<file path="config.mk">
export PLATFORM = sky130hd
export DESIGN_NAME = comp_bsearch
export DESIGN_NICKNAME = d
export VERILOG_FILES = /design/src/rtl/comp_bsearch.sv
export SDC_FILE = /design/constraint.sdc
export NUM_CORES = 1
export LEC_CHECK = 0
export BUFFER_PORTS_ARGS = -buffer_cell sky130_fd_sc_hd__buf_2
export CAP_MARGIN = 30
export CORE_MARGIN = 2
export CORE_UTILIZATION = 57
export DETAILED_ROUTE_END_ITERATION = 10
export PLACE_DENSITY = 0.79
export SYNTH_ARGS = -nofsm -noshare
export SYNTH_HDL_FRONTEND = slang
export SYNTH_SLANG_ARGS = --single-unit
</file>
<file path="constraint.sdc">
create_clock -name clk -period 3.1 [get_ports clk]
set_input_delay 0.62 -clock clk [delete_from_list [all_inputs] [get_ports clk]]
set_output_delay 0.62 -clock clk [all_outputs]
set_load 0.05 [all_outputs]
</file>
<file path="src/rtl/comp_bsearch.sv">
// rtl/comp_bsearch.sv - binary-search controller driving a magnitude comparator B operand
module comp_bsearch #(
    parameter int WIDTH  = 4,
    parameter int SETTLE = 1
) (
    input  logic                          clk,
    input  logic                          rst,
    input  logic                          start,
    input  logic [3:0]                    cmp_r,
    output logic [WIDTH-1:0]              guess,
    output logic                          busy,
    output logic                          done,
    output logic                          err,
    output logic [WIDTH-1:0]              found,
    output logic [$clog2(WIDTH+2)-1:0]    steps
);
    localparam int SW = $clog2(WIDTH + 2);
    localparam int CW = (SETTLE > 1) ? $clog2(SETTLE) : 1;
    localparam logic [SW-1:0]    MAX_STEPS   = SW'(WIDTH + 1);
    localparam logic [CW-1:0]    LAST_WAIT   = CW'(SETTLE - 1);
    localparam logic [WIDTH:0]   FULL_HI     = {1'b0, {WIDTH{1'b1}}};
    localparam logic [WIDTH-1:0] FIRST_GUESS = FULL_HI[WIDTH:1];

    typedef enum logic [1:0] {IDLE, PROBE, DONE, ERR} state_t;

    state_t             state_q, state_d;
    logic [WIDTH:0]     lo_q, lo_d, hi_q, hi_d;
    logic [CW-1:0]      wait_q, wait_d;
    logic [WIDTH-1:0]   guess_q, guess_d;
    logic [WIDTH-1:0]   found_q, found_d;
    logic [SW-1:0]      steps_q, steps_d;

    // lo/hi carry one extra bit so guess+1 past the top and guess-1 below zero stay representable
    logic [WIDTH:0]     guess_ext, lo_inc, hi_dec;
    logic [SW-1:0]      steps_inc;
    logic               cmp_unused;

    assign cmp_unused = cmp_r[3];
    assign guess_ext  = {1'b0, guess_q};
    assign lo_inc     = guess_ext + (WIDTH+1)'(1);
    assign hi_dec     = guess_ext - (WIDTH+1)'(1);
    assign steps_inc  = steps_q + 1'b1;

    // Next-state: start handling, settle wait, and comparator result decode
    always_comb begin
        state_d = state_q;
        lo_d    = lo_q;
        hi_d    = hi_q;
        wait_d  = wait_q;
        guess_d = guess_q;
        found_d = found_q;
        steps_d = steps_q;
        case (state_q)
            IDLE, DONE, ERR: begin
                if (start) begin
                    lo_d    = '0;
                    hi_d    = FULL_HI;
                    guess_d = FIRST_GUESS;
                    wait_d  = '0;
                    steps_d = '0;
                    state_d = PROBE;
                end
            end
            PROBE: begin
                if (wait_q != LAST_WAIT) begin
                    wait_d = wait_q + 1'b1;
                end else begin
                    wait_d  = '0;
                    steps_d = steps_inc;
                    case (cmp_r[2:0])
                        3'b010: begin
                            found_d = guess_q;
                            state_d = DONE;
                        end
                        3'b100: begin
                            lo_d = lo_inc;
                            if (lo_inc > hi_q || steps_inc == MAX_STEPS)
                                state_d = ERR;
                            else
                                guess_d = WIDTH'((lo_inc + hi_q) >> 1);
                        end
                        3'b001: begin
                            if (guess_q == '0 || lo_q > hi_dec || steps_inc == MAX_STEPS) begin
                                state_d = ERR;
                            end else begin
                                hi_d    = hi_dec;
                                guess_d = WIDTH'((lo_q + hi_dec) >> 1);
                            end
                        end
                        default: state_d = ERR;
                    endcase
                end
            end
            default: state_d = IDLE;
        endcase
    end

    // State and datapath registers with synchronous reset
    always_ff @(posedge clk) begin
        if (rst) begin
            state_q <= IDLE;
            lo_q    <= '0;
            hi_q    <= '0;
            wait_q  <= '0;
            guess_q <= '0;
            found_q <= '0;
            steps_q <= '0;
        end else begin
            state_q <= state_d;
            lo_q    <= lo_d;
            hi_q    <= hi_d;
            wait_q  <= wait_d;
            guess_q <= guess_d;
            found_q <= found_d;
            steps_q <= steps_d;
        end
    end

    assign guess = guess_q;
    assign busy  = (state_q == PROBE);
    assign done  = (state_q == DONE);
    assign err   = (state_q == ERR);
    assign found = found_q;
    assign steps = steps_q;
endmodule

</file>
# Word level (Yosys, flattened, before mapping)
# Cells that the tools add are included.
# Widths: inputs -> output; s select.
# totals
input_bits	7
output_inout_bits	14
reg_bits	24
# op_classes
bitwise_logic	1
n_reduce_logical	12
muxes	27
eq_ne	17
add_sub_neg	6
magnitude_cmp	2
# ops
cell	n
$mux 5	7
$pmux 5 s2	2
$mux 4	4
$pmux 4 s2	2
$ne 3x3->1 const B	4
$add 5x5->5	2
$gt 5x5->1	2
$mux 2	4
$reduce_and 4->1	2
$eq 3x3->1 const B	2
$mux 3	2
$ne 2x2->1 const B	3
$pmux 2 s3	1
$pmux 3 s2	1
$reduce_and 3->1	2
$add 4x1->5 const B	1
$reduce_and 5->1	1
$sub 4x1->5 const B	1
$eq 2x2->1 const B	2
$logic_not 4->1	1
$ne 2x1->1 const B	2
$pmux 2 s2	1
$add 3x1->3 const B	1
$eq 3x1->1 const B	1
other kinds (11)	14

# Logic depth before layout (Yosys ltp)
# Gate-level depths: netlist of run 1.
# logic_depth
ltp_word	8
mapped_depth	11
mapped_depth_nobuf	10

# Least setup slack after synthesis of run 1
# Ideal clock, no wire load.
# synth_path
path_type	register to register
startpoint	register guess_q[0] (netlist: guess[0])
endpoint	register hi_q[4]
t_required_ps	3029
path_stages_with_launch	12
path_slack_ps	110
path_buffers	1
period_less_slack_ps	2990
setup_time_ps	71
arrival_time_ps	2919
path_cell_list	dfxtp_1 -> inv_1 -> ha_1 -> xor2_1 -> ha_1 -> nor3b_1 -> o21ai_0 -> a31oi_1 -> nor3_2 -> buf_2 -> or3_1 -> a21oi_1
# synth_via
elab_chain_len	6
word_cells_on_any_way	11
# synth_rtl
item	line_no	rtl
start: declaration	29	logic [WIDTH-1:0] guess_q, guess_d;
start signal: assignment	113	guess_q <= guess_d;
$sub 4x1->5	41	assign hi_dec = guess_ext - (WIDTH+1)'(1);
$gt 5x5->1	83	if (guess_q == '0 || lo_q > hi_dec || steps_inc == MAX_STEPS) begin
$logic_or 1x1->1 (2 in a row)	83	
$ne 2x2->1 (no line)	--	
$reduce_and 4->1 (no line)	--	
end signal: assignment	111	hi_q <= hi_d;
end: declaration	27	logic [WIDTH:0] lo_q, lo_d, hi_q, hi_d;
# Several ways; a longest one is shown, not always the timed one. The select of a mux whose other input is x is not followed.
# A chain may end at the register's enable or synchronous reset.

# Worst setup path in the final report of run 1
# layout_path
startpoint	register guess_q[1] (netlist: guess[1])
endpoint	register hi_q[4]
# Same word-level chain as after synthesis.

==> reports/results.ini, run 1 <==
[status]
status=completed

[yosys]
synth_edf_count=0
avgSynthCellArea_um2=8.402
yosysUniqueCellTypes=40
ys_ff_latch=23
syn_nets=224
synthFlopType=dfxtp_1
synth_area_mm2=0.001622
synthCells=193
synthArstFlopShare=0
ys_seq_area_frac=0.2840
yosys_warnings=0

[timing]
fin_skew_ns=0.007426
post-route-min-period_ns=2.759
fmax_mhz=362.5
timing.final.crit_share=0.8899
setup_tns_ns=0
whs_ns=0.4928
setup_viol=0
grt_setup_unrepaired=no
hold_viol_final=0
maxSlewViolCount=0
worst_pin_slew_ns=0.6823
relSlewSlack=0.5440

[clocking]
cts_resized=0
clock-sinks=23
cts_root_buf=clkbuf_4
clock_latency_ns=0.31
cts_setup_buffers=0
tritoncts=yes
holdBufCountCts=0
path_clk_slew_ns=0.13
cts_buffer_depth=2
cts_max_level=1
numCtsBuffers=3

[layout]
layout_common_cells=23 x dfxtp_1, 22 x ha_1, 20 x inv_1
diodes=0
nNetsFinal=249
syn2layout_area_growth_pct=11.42
drive_gt1_frac=0.1705
seq_area_um2=460.4
fin_util=0.6609
multiInputGateArea_mm2=0.001050
fill_cells=226
mostFrequentLayoutCell=dfxtp_1

[routing]
drt-initial-drc-count=71
dr.pass1.iters=4
drcViolationCount=0
ant_nets=0
avgViaCountPerCell=5.718
wl_per_cell_um=14.50
wl_um=3597
vias=1418

[pwr]
power_frac_clock=0.185
power_per_cell_area_mw_per_mm2=422.8
p_leak_nw=0.8515
combPwrFrac=0.390
power_frac_seq=0.426
netSwitchingFraction=0.3828
p_switching_uw=292.4
peakVddDrop_mv=0.3854
intPower_uw=471.5

[floorplanning]
initial_core_util=0.5931
ios=21
die_h_um=57.34
rows=19
core-area_mm2=0.002734
die_area_mm2=0.003287
die_x_um=57.34

[critical_path]
cp.required_ns=3.35
cp-end-kind=flop
worstPathMaxFanout=7
path_common_cell=ha_1
r2r_slack_ns=0.34
startpoint_type=flop
arrival_ns=3.01
criticalPathCategory=flop to flop
cp_slowest_stage_delay_ns=0.45
critPathTopFamily=simple AND/OR/NAND/NOR gates
cp_num_buf_inv=2
critPathSlowestCell=dfxtp_1
cp_cell_sequence=inv_1 > ha_1 > xor2_1 > ha_1 > nor3b_1 > o21ai_0 > a31oi_1 > nor3_2 > buf_4 > or3_1 > a21oi_1

[global_route]
gr-usage-all-layers=0.2383
grt_overflow=0
grtUsageMet3=0.03628
use_met2=0.3744
use_met1=0.3489
grt_pass1_wl_um=6072
top_usage_layer=met2
grt_max_degree=25
antenna_found_initial=0
grt_pass1_vias=1313

[placement]
port_buffers=19
place.gp.congestion=0.8692
dp_hpwl_um=2817

[job]
drv_cap=0

[min_path]
hp-class=flop to flop

## worst paths after layout
check / from / to / cells past startpoint
setup / recovery: guess[1] / hi_q[4] / 11
hold / removal: lo_q[4] / lo_q[4] / 2
setup reg to reg: guess[1] / hi_q[4] / 11
hold reg to reg: lo_q[4] / lo_q[4] / 2
## area by class of cell
class                      instances  area share
timing repair buffer              27     0.08587
inverter                          20     0.04155
clock inverter                     1    0.002770
sequential                        23      0.2548
multi-input combinational        143      0.5810
tap                               31     0.02147
clock buffer                       3     0.01247
## stage by stage
stage	instances	area (µm²)	power, mW	worst slack (ns)
3_5_place_dp	244	1779	0.6271	0.3970
3_3_place_gp	244	1779	0.6172	0.4218
2_1_floorplan	193	1622	0.5472	0.1103
6_report	248	1807	0.7639	0.3414
4_1_cts	248	1807	0.7654	0.3457
5_1_grt	248	1807	0.8076	0.05716
## synth_stat cells (all sizes together), types with 2 or more instances
cell type  instances  area share
dfxtp             23        0.28
ha                22        0.17
inv               20       0.046
nor2              16       0.037
a21oi             13       0.040
nand2             13       0.030
nor3               8       0.028
nand3              6       0.019
o21ai              6       0.019
xor2               6       0.032
nor2b              5       0.019
a221oi             4       0.022
clkbuf             4      0.0093
mux2i              4       0.025
xnor2              4       0.022
a211oi             3       0.014
a21o               3       0.014
a31oi              3       0.012
and2               3       0.012
and3               3       0.012
buf                3       0.013
nor3b              3       0.014
a32o               2       0.012
fa                 2       0.025
nand3b             2      0.0093
## worst min-delay path, delay by kind of cell, from the launching register on
kind | cells | cell delay, ns
AND/OR/NAND/NOR | 1 | 0.07
AO/OA/AOI/OAI | 1 | 0.06
flip-flops | 1 | 0.34
## power by group through the flow
stage | Sequential [mW] | Combinational (mW) | Clock, mW
4_1_cts | 0.325 | 0.297 | 0.143
2_1_floorplan | 0.355 | 0.193 | 0
5_1_grt | 0.328 | 0.325 | 0.154
3_3_place_gp | 0.330 | 0.287 | 0
3_5_place_dp | 0.332 | 0.295 | 0
6_report | 0.325 | 0.298 | 0.141
## cells by family (layout without fill, tap and decap cells)
group | after synthesis | in the layout | synth area share
buf+inv | 27 | 51 | 0.06867
flops | 23 | 23 | 0.2839
simple gates | 66 | 66 | 0.2153
compound gates | 38 | 38 | 0.1520
fa+ha+maj | 24 | 24 | 0.1944
mux | 5 | 5 | 0.03164
xor+xnor | 10 | 10 | 0.05401
## registers in the layout, indices dropped and copies added (netlist names)
name,cells
hi_q,5
lo_q,5
found,4
guess,4
steps,3
state_q,2
## layer usage
metal,up-vias,share of wire
met5,-,0
met4,0,0.013
met3,5,0.061
met2,41,0.46
met1,653,0.47
li1,719,-
No activity file was read; power rests on OpenSTA's default activity.
==> run 2: changes to the inputs <==
--- a/config.mk
+++ b/config.mk
@@ -7,6 +7,7 @@
 export LEC_CHECK = 0
 export BUFFER_PORTS_ARGS = -buffer_cell sky130_fd_sc_hd__buf_2
 export CAP_MARGIN = 30
+export CORE_ASPECT_RATIO = 1.5
 export CORE_MARGIN = 2
 export CORE_UTILIZATION = 57
 export DETAILED_ROUTE_END_ITERATION = 10
==> reports/results.ini, run 2 (synthesized netlist as in run 1, its figures left out) <==
[status]
status=completed

[critical_path]
criticalPathCategory=flop to flop
arrival_ns=2.97
cp.required_ns=3.30
cp-end-kind=flop
worstPathMaxFanout=10
startpoint_type=flop
r2r_slack_ns=0.33

[floorplanning]
die_area_mm2=0.003296
ios=21
die_x_um=47.55
rows=23
die_h_um=69.33
core-area_mm2=0.002705
initial_core_util=0.5994

[clocking]
cts_buffer_depth=2
cts_max_level=1
cts_setup_buffers=0
clock-sinks=23
numCtsBuffers=3
path_clk_slew_ns=0.08
cts_root_buf=clkbuf_8
clock_latency_ns=0.26
tritoncts=yes

[placement]
port_buffers=19
dp.cells=246
place.gp.congestion=0.8283
dp_hpwl_um=2832

[routing]
avgViaCountPerCell=5.656
wl_per_cell_um=14.10
drcViolationCount=0
wl_um=3526
drt-initial-drc-count=45
vias=1414
dr.pass1.iters=4
ant_nets=0

[timing]
relSlewSlack=0.5245
grt_setup_unrepaired=no
fin_skew_ns=0.002163
maxSlewViolCount=0
fmax_mhz=360.4
hold_viol_final=0
timing.final.crit_share=0.8950
setup_viol=0
worst_pin_slew_ns=0.7114
post-route-min-period_ns=2.774
setup_tns_ns=0

[pwr]
power_per_cell_area_mw_per_mm2=440.3
peakVddDrop_mv=0.3594
p_leak_nw=0.8390

[global_route]
use_met2=0.4189
grt_max_degree=25
top_usage_layer=met2
grtUsageMet3=0.01823
use_met1=0.3059
gr-usage-all-layers=0.2450
grt_pass1_vias=1428
grt_overflow=0
antenna_found_initial=0
grt_pass1_wl_um=6106

[layout]
layout_common_cells=22 x ha_1, 22 x dfxtp_1, 20 x inv_1
syn2layout_area_growth_pct=11.27
diodes=0
fill_cells=249
instances_no_fill=250
largestRegisters=hi_q: 5 flops, lo_q: 5 flops
nNetsFinal=245
drive_gt1_frac=0.1596

[job]
drv_cap=0

[min_path]
hp-class=flop to flop

-- run 2: cell types whose count changed in the layout (fill, tap and decap cells not counted) --
cell	before	now
buf_4	8	4
clkbuf_8	0	3
dfxtp_1	23	22
clkbuf_4	3	0
dfxtp_2	0	1
-- run 2: worst paths after layout --
check	cells past startpoint	end	startpoint
worst min-delay path	2	lo_q[4]	lo_q[4]
worst max register to register	10	hi_q[4]	guess[2]
worst max-delay path	10	hi_q[4]	guess[2]
worst min register to register	2	lo_q[4]	lo_q[4]
-- run 2: metrics by stage --
stage                     power, mW  worst slack (ns)  area, µm²    util  hold slack [ns]
after global placement       0.6039            0.3386       1757  0.6494           0.4657
after detailed placement     0.6162            0.2891       1757  0.6494           0.4665
final                        0.7945            0.3256       1804  0.6670           0.4786
after CTS                    0.7961            0.2560       1803  0.6665           0.4775
after global routing         0.8421            0.1098       1804  0.6670           0.5239
after floorplan              0.5472            0.1103       1622       -           0.4522
-- run 2: area by class of cell --
| cell class | count | area, µm² | area share |
|---|---|---|---|
| inverter | 20 | 75.07 | 0.04161 |
| sequential | 23 | 461.7 | 0.2559 |
| clock buffer | 3 | 41.29 | 0.02288 |
| multi-input combinational | 143 | 1050 | 0.5818 |
| clock inverter | 1 | 5.005 | 0.002774 |
| timing repair buffer | 23 | 125.1 | 0.06935 |
| tap | 37 | 46.29 | 0.02566 |
-- run 2: repair_timing --
action	in CTS	in global routing
setup endpoints to repair	0	1
resized for setup	0	1
hold buffers	0	0
-- run 2: power by group --
part           switching, mW  total (mW)  internal, mW
Clock                 0.0940       0.184        0.0897
Combinational          0.175       0.279         0.104
Sequential            0.0209       0.332         0.311
-- run 2: critical path: stages (launching register included) --
cell and delay, ns:
dfxtp_1 0.42, or4_4 0.58, nand2_1 0.09, ha_1 0.27
nor3b_1 0.24, o21ai_0 0.13, a31oi_1 0.24, nor3_2 0.09
buf_4 0.18, or3_1 0.31, a21oi_1 0.14
-- run 2: routing by layer --
metal  part of all wire  wire, µm
met5                  0         0
met4              0.024        84
met3              0.037       130
met2               0.53      1875
met1               0.41      1436
==> run 3: changes to the inputs <==
--- a/config.mk
+++ b/config.mk
@@ -5,13 +5,14 @@
 export SDC_FILE = /design/constraint.sdc
 export NUM_CORES = 1
 export LEC_CHECK = 0
+export ABC_AREA = 1
 export BUFFER_PORTS_ARGS = -buffer_cell sky130_fd_sc_hd__buf_2
 export CAP_MARGIN = 30
 export CORE_ASPECT_RATIO = 1.5
 export CORE_MARGIN = 2
-export CORE_UTILIZATION = 57
+export CORE_UTILIZATION = 58
 export DETAILED_ROUTE_END_ITERATION = 10
-export PLACE_DENSITY = 0.79
+export PLACE_DENSITY = 0.8
 export SYNTH_ARGS = -nofsm -noshare
 export SYNTH_HDL_FRONTEND = slang
 export SYNTH_SLANG_ARGS = --single-unit
==> reports/results.ini, run 3 <==
[floorplanning]
initial_core_util=0.6007
die_h_um=70.92
die_x_um=48.62
ios=21
core-area_mm2=0.002883
rows=24
die_area_mm2=0.003448

[yosys]
ys_seq_area_frac=0.2659
yosysUniqueCellTypes=31
synthArstFlopShare=0
syn_nets=274
yosysMostFrequentCell=nand2_1
synthCells=243
synth_top_area_frac=0.2659
synth_edf_count=0
ys_top_cells_by_count=53 x nand2_1, 37 x inv_1, 26 x a21oi_1
avgSynthCellArea_um2=7.126
synthTopCellsByArea=dfxtp_1 27%, ha_1 16%, nand2_1 11%
yosysTopAreaCell=dfxtp_1
yosys_warnings=0
synth_area_mm2=0.001732
ys_ff_latch=23
synthFlopType=dfxtp_1

[routing]
avgViaCountPerCell=5.308
ant_nets=0
dr.pass1.iters=4
wl_per_cell_um=12.73
vias=1603
drt-initial-drc-count=33
wl_um=3845
drcViolationCount=0

[clocking]
clock-sinks=23
cts_root_buf=clkbuf_8
tritoncts=yes
cts_setup_buffers=0
path_clk_slew_ns=0.09
cts_buffer_depth=2
cts_max_level=1
cts_resized=0
clock_latency_ns=0.27
numCtsBuffers=3
holdBufCountCts=0

[pwr]
netSwitchingFraction=0.4384
fin_total_pwr_uw=965.7
peakVddDrop_mv=0.4160
power_per_cell_area_mw_per_mm2=509.5
combPwrFrac=0.446
p_switching_uw=423.4
power_frac_clock=0.197
intPower_uw=542.3
power_frac_seq=0.357
p_leak_nw=0.9564

[timing]
setup_viol=0
whs_ns=0.4900
worst_pin_slew_ns=0.4566
relSlewSlack=0.6933
fmax_mhz=360.2
hold_viol_final=0
setup_tns_ns=0
grt_setup_unrepaired=no
fin_skew_ns=0.01013
fin_ws_ns=0.3237
timing.final.crit_share=0.8956
maxSlewViolCount=0
post-route-min-period_ns=2.776

[placement]
place.gp.congestion=0.8681
dp.cells=298
dp_worst_setup_slack_ns=0.3782
port_buffers=19
placed_area_mm2=0.001849
dp_hpwl_um=3107

[global_route]
use_met1=0.2500
grt_pass1_wl_um=6430
grt_pass1_vias=1489
gr-usage-all-layers=0.2385
use_met2=0.4703
grtUsageMet3=0.02532
grt_max_degree=15
grt_overflow=0
antenna_found_initial=0
top_usage_layer=met2

[critical_path]
cp_cell_sequence=inv_1 > ha_1 > xnor2_1 > inv_1 > ha_1 > nor2_1 > nand2_1 > nor2_1 > nor2_1 > nand2_1 > nand2_1 > nand2_1 > nand3_2 > nand2_4 > nand2_1 > nand2_1 > nor2_1
criticalPathCategory=flop to flop
path_common_cell=nand2_1
cp-end-kind=flop
arrival_ns=2.95
worstPathMaxFanout=7
cp.required_ns=3.27
critPathSlowestCell=dfxtp_1
startpoint_type=flop
cp_slowest_stage_delay_ns=0.42

[layout]
nNetsFinal=295
diodes=0
syn2layout_area_growth_pct=9.465
mostFrequentLayoutCell=nand2_1
drive_gt1_frac=0.1369
layout_common_cells=53 x nand2_1, 37 x inv_1, 26 x a21oi_1
largestRegisters=hi_q: 5 flops, lo_q: 5 flops
fill_cells=280
final_area_mm2=0.001896
instances_no_fill=302
fin_util=0.6576

[job]
drv_cap=0

[min_path]
hp-class=flop to flop

[status]
status=completed

## run 3: changes by cell type in the layout (fill, tap and decap cells not counted), moves of 4 or more
| cell | before | now |
|---|---|---|
| nor2b_1 | 5 | 0 |
| nand3_1 | 6 | 12 |
| inv_1 | 20 | 37 |
| nand3_2 | 0 | 4 |
| o21ai_0 | 6 | 12 |
| mux2i_1 | 4 | 0 |
| nor3_1 | 7 | 2 |
| a21oi_1 | 13 | 26 |
| nand2_1 | 13 | 53 |
| a221oi_1 | 4 | 0 |
| nor2_1 | 16 | 25 |
## run 3: cell type report
class / count / area, µm² / share of cell area
multi-input combinational: 177 / 1089 / 0.5743
sequential: 23 / 460.4 / 0.2429
inverter: 39 / 148.9 / 0.07855
timing repair buffer: 20 / 102.6 / 0.05413
tap: 39 / 48.80 / 0.02574
clock buffer: 3 / 41.29 / 0.02178
clock inverter: 1 / 5.005 / 0.002640
## run 3: cells by family (layout without fill, tap and decap cells)
logic type	count (synthesis)	after routing	synth area share
simple gates	104	104	0.2861
xor+xnor	5	5	0.02529
buf+inv	43	63	0.1055
fa+ha+maj	24	24	0.1821
flops	23	23	0.2659
compound gates	44	44	0.1351
## run 3: worst paths after layout
kind              end     start  slack, ns  cells past startpoint
min           hi_q[3]   hi_q[3]       0.49                      2
max          guess[0]  guess[0]       0.32                     17
min reg2reg   hi_q[3]   hi_q[3]       0.49                      2
max reg2reg  guess[0]  guess[0]       0.32                     17
## run 3: worst max-delay path, delay by kind of cell (launching register included)
| kind | cells | cell delay (ns) |
|---|---|---|
| AND/OR/NAND/NOR | 12 | 1.14 |
| adder cells (fa/ha/maj) | 2 | 0.61 |
| flip-flops | 1 | 0.42 |
| buffers and inverters | 2 | 0.28 |
| XOR/XNOR | 1 | 0.23 |
## run 3: power groups by stage
stage | clock network, mW | logic (mW) | registers [mW]
final | 0.190 | 0.431 | 0.345
after global routing | 0.203 | 0.484 | 0.348
after CTS | 0.193 | 0.433 | 0.344
after detailed placement | 0 | 0.430 | 0.351
after global placement | 0 | 0.423 | 0.351
after floorplan | 0 | 0.296 | 0.387
## run 3: per-layer routing
metal	up-vias	share of wire
met2	34	0.55
met3	9	0.027
li1	813	-
met5	-	0
met4	0	0.021
met1	747	0.40
